File: config.mk
export PLATFORM = sky130hd
export DESIGN_NAME = rr_arbiter_4
export DESIGN_NICKNAME = d
export VERILOG_FILES = /design/src/rtl/rr_arbiter_4.sv
export SDC_FILE = /design/constraint.sdc
export NUM_CORES = 1
export LEC_CHECK = 0
export BUFFER_PORTS_ARGS = -buffer_cell sky130_fd_sc_hd__buf_2
export CAP_MARGIN = 20
export CORE_UTILIZATION = 45
export DETAILED_ROUTE_END_ITERATION = 12
export GPL_TIMING_DRIVEN = 0
export PLACE_DENSITY = 0.77
export RECOVER_POWER = 100
export SLEW_MARGIN = 20
export SYNTH_ARGS = -nofsm -noshare
export SYNTH_HDL_FRONTEND = slang
export SYNTH_SLANG_ARGS = --single-unit
File: constraint.sdc
create_clock -name clk -period 1.5 [get_ports clk]
set_input_delay 0.15 -clock clk [delete_from_list [all_inputs] [get_ports clk]]
set_output_delay 0.15 -clock clk [all_outputs]
set_load 0.03 [all_outputs]
File: src/rtl/rr_arbiter_4.sv
// rr_arbiter_4 -- four-requester round-robin arbiter.
//
// Shares one resource between four clients. A winner is chosen in IDLE by a
// rotating-priority search that starts just after the previous owner; the
// grant is then held until the owner drops its request or the hold limit
// expires. At least one IDLE cycle separates any two grants.
//
// Ports:
//   clk       : clock, all state updates on the rising edge
//   rst       : synchronous active-high reset
//   ena       : allows a new grant to be issued from IDLE (no effect in GRANT)
//   req[3:0]  : per-requester request levels
//   grant[3:0]: one-hot grant, zero when idle (decode of the registered owner)
//   grant_idx : index of the current owner, valid while busy is high
//   busy      : high while a grant is active
//   timeout   : one-cycle pulse in the IDLE cycle following a hold-limit revoke

module decoder_2_to_4 (
  input  logic       en,
  input  logic [1:0] sel,
  output logic [3:0] dec
);
  always_comb begin
    dec = '0;
    if (en) dec[sel] = 1'b1;
  end
endmodule

module rr_arbiter_4 #(
  parameter int unsigned MAX_HOLD = 16
) (
  input  logic       clk,
  input  logic       rst,
  input  logic       ena,
  input  logic [3:0] req,
  output logic [3:0] grant,
  output logic [1:0] grant_idx,
  output logic       busy,
  output logic       timeout
);
  localparam int unsigned CW = $clog2(MAX_HOLD);
  localparam logic [CW-1:0] HOLD_LAST = CW'(MAX_HOLD - 1);
  localparam logic [CW-1:0] HOLD_ONE  = CW'(1);

  typedef enum logic {
    ST_IDLE  = 1'b0,
    ST_GRANT = 1'b1
  } state_t;

  state_t        state;
  logic [1:0]    last_idx;
  logic [CW-1:0] hold_cnt;

  logic [1:0]    win_idx;
  logic          win_found;

  // Rotating-priority search: candidates last_idx+1 .. last_idx+4 (mod 4),
  // so the previous owner is examined last.
  always_comb begin
    logic [1:0] cand;
    win_idx   = '0;
    win_found = 1'b0;
    cand      = '0;
    for (int unsigned k = 1; k <= 4; k++) begin
      cand = last_idx + 2'(k);
      if (!win_found && req[cand]) begin
        win_idx   = cand;
        win_found = 1'b1;
      end
    end
  end

  always_ff @(posedge clk) begin
    if (rst) begin
      state     <= ST_IDLE;
      grant_idx <= '0;
      last_idx  <= 2'd3;
      hold_cnt  <= '0;
      timeout   <= 1'b0;
    end else begin
      timeout <= 1'b0;
      case (state)
        ST_IDLE: begin
          if (ena && win_found) begin
            grant_idx <= win_idx;
            hold_cnt  <= '0;
            state     <= ST_GRANT;
          end
        end
        ST_GRANT: begin
          if (!req[grant_idx]) begin
            last_idx <= grant_idx;
            state    <= ST_IDLE;
          end else if (hold_cnt == HOLD_LAST) begin
            last_idx <= grant_idx;
            timeout  <= 1'b1;
            state    <= ST_IDLE;
          end else begin
            hold_cnt <= hold_cnt + HOLD_ONE;
          end
        end
        default: state <= ST_IDLE;
      endcase
    end
  end

  assign busy = (state == ST_GRANT);

  decoder_2_to_4 u_dec (
    .en  (busy),
    .sel (grant_idx),
    .dec (grant)
  );

endmodule

==> impl_metrics.env <==
export IMPL_layout_nets=102
export IMPL_wl_per_cell_um=12.3
export IMPL_run_status="finished with violations"
export IMPL_use_met1_pct=26.3
export IMPL_async_flop_share_pct=0
export IMPL_fin_crit_sh_pct=102
export IMPL_initial_core_util_pct=48.1
export IMPL_rsz0062_at_grt="yes"
export IMPL_power_density_mw_per_mm2=833
export IMPL_drc=0
export IMPL_hold_viol_final=0
export IMPL_ys_types=34
export IMPL_synth_edf_count=0
export IMPL_synthSimpleGateAreaFrac_pct=31.2
export IMPL_seq_area_frac_synth_pct=32.0
export IMPL_cpLargestDelayFamily="multiplexers"
export IMPL_cap_violations=0
export IMPL_clockBufferDepth=2
export IMPL_fp_dieH_um=39.3
export IMPL_grt_pass1_vias=463
export IMPL_hold_class="input port to flop"
export IMPL_synth_xor_area_share_pct=1.40
export IMPL_pin_count=15
export IMPL_slew_headroom_pct=55.8
export IMPL_grt_usage_pct=19.9
export IMPL_power_leakage_nw=0.337
export IMPL_first_pass_iters=3
export IMPL_antenna_cells=0
export IMPL_worst_path_max_fanout=4
export IMPL_num_rows=13
export IMPL_syn_to_final_growth_pct=25.8
export IMPL_cts_htree_levels=1
export IMPL_synth_cell_area_um2=626
export IMPL_crit_slowest_cell="mux4_2"
export IMPL_violations="setup timing"
export IMPL_cts_tree="yes"
export IMPL_hpwl_um=929
export IMPL_gp_congestion=0.835
export IMPL_grt_pass1_wl_um=1990
export IMPL_yosysWarningCount=0
export IMPL_clk_latency_ps=270
export IMPL_grt_antenna_before_repair=0
export IMPL_ant_nets=0
export IMPL_dieWidth_um=39.3
export IMPL_cpPeakStageDelay_ps=580
export IMPL_min_period_ps=1540
export IMPL_dieArea_mm2=0.00154
export IMPL_layout_setup_ws_ps=-35.7
export IMPL_start_kind="flop"
export IMPL_crit_buf_inv=0
export IMPL_power_total_mw=0.655
export IMPL_cts_buffers=3
export IMPL_syn_area_per_cell_um2=8.69
export IMPL_route_vias_total=584
export IMPL_cp_required_ps=1700
export IMPL_path_cells="mux4_2, nand2_2, mux2_4, a21oi_2"
export IMPL_cp_data_arrival_time_ps=1740
export IMPL_path_class="flop to flop"
export IMPL_vias_per_cell=5.41
export IMPL_gr_max_usage_layer="met2"
export IMPL_peakVddDrop_v=0.000592
export IMPL_cts_num_sinks=10
export IMPL_drv_slew=0
export IMPL_synthCells=72
export IMPL_postCtsHoldBufs=0
export IMPL_maxClockFrequency_mhz=651
export IMPL_use_met2_pct=29.2
export IMPL_synth_net_count=80
export IMPL_drtIter0Drc=4
export IMPL_setup_viol_count_final=3
export IMPL_use_met3_pct=5.11
export IMPL_worstMarginPinSlew_ps=657
export IMPL_stdcell_count=108
export IMPL_cp_end_kind="flop"
export IMPL_overflow=0
export IMPL_drive_gt1_share_pct=35.5
export IMPL_synth_fa_ha_area_share_pct=2.00
export IMPL_root_buffer="clkbuf_4"
export IMPL_cts_clk_slew_worst_paths_ps=70
export IMPL_ys_ff_latch=10
export IMPL_portBuffers=14
export IMPL_placed_cells=101
export IMPL_synth_compound_area_share_pct=20.2
export IMPL_core_area_mm2=0.00130
export IMPL_grt_max_degree=11
export IMPL_synth_top_family_by_area="simple AND/OR/NAND/NOR gates"
export IMPL_wl_um=1330
export IMPL_fin_skew_ps=10.7
export IMPL_synthMuxAreaShare_pct=7.20
export IMPL_synth_flop_cell="dfxtp_1"
synthesized netlist by cell type (2+ instances only):
cell type,number,area share [%]
o21ai_0,4,3.2
dfxtp_1,10,32
nor3b_1,2,2.4
nand2_1,6,3.6
nor2_1,8,4.8
mux2_2,2,3.6
a21oi_1,5,4.0
nand3_1,2,1.6
nor2b_1,2,2.0
nor3_1,3,2.4
inv_1,2,1.2
nand2b_1,4,4.0
registers in the layout (all words and copies together), names as in the netlist:
register	cells
timeout	1
hold_cnt	4
grant_idx	2
busy	1
last_idx	2
where the power goes:
group	switching [mW]	internal (mW)
Sequential	0.0137	0.277
Clock	0.100	0.103
Combinational	0.0907	0.0705
Total	0.204	0.451
worst min-delay path, cell delays in order:
cell	delay (ps)
buf_2	110
nor2_1	80
a22o_1	140
logic make-up (layout without fill, tap and decap cells):
family / after synthesis / after routing
multiplexers: 3 / 3
flip-flops: 10 / 10
buffers and inverters: 5 / 26
adder cells (fa/ha/maj): 1 / 1
AND/OR/NAND/NOR: 35 / 35
XOR/XNOR: 1 / 1
AO/OA/AOI/OAI: 17 / 17
cells in the final DEF, fill, tap and decap left out, drive strengths merged, types with 2 or more instances in the layout:
cell,count
nor2b,2
nor3,4
a21oi,5
dfxtp,10
and3,3
nand2,6
nor3b,2
nand3,2
o21ai,4
buf,15
clkbuf,8
inv,2
nor2,8
nand2b,4
mux2,2
through the flow:
step / cell area [µm²] / TNS (ps) / util [%] / setup WS, ps / hold WS, ps
6_report: 787 / -58.1 / 60.5 / -35.7 / 251
5_1_grt: 787 / -262 / 60.5 / -96.3 / 275
4_1_cts: 778 / -42.3 / 59.8 / -25.0 / 242
3_5_place_dp: 726 / -479 / 55.8 / -163 / 481
3_3_place_gp: 726 / -389 / 55.8 / -153 / 472
2_1_floorplan: 637 / -531 / - / -183 / 373
metal layers:
layer | vias up | share of wire (%)
li1 | 303 | -
met1 | 264 | 49
met2 | 13 | 46
met3 | 4 | 4.0
met4 | 0 | 1.5
met5 | - | 0
what timing repair did:
action | CTS | global route
pin swaps | 4 | 8
setup buffers | 3 | 1
gates resized for setup | 4 | 3
setup endpoints to repair | 7 | 8
layout make-up:
class	instances	area [µm²]
multi-input combinational	57	418
clock buffer	4	26.3
fill	127	514
buffer	2	13.8
tap	15	18.8
inverter	2	7.51
sequential	10	204
timing repair buffer	18	98.8
final timing paths:
kind	start	cells past startpoint	to	slack [ps]
max	grant_idx[1]	4	hold_cnt[2]	-40
min reg2reg	hold_cnt[1]	2	hold_cnt[1]	490
min	rst	3	hold_cnt[0]	250
max reg2reg	grant_idx[1]	4	hold_cnt[2]	-40
Power figures use the tool's default switching activity.
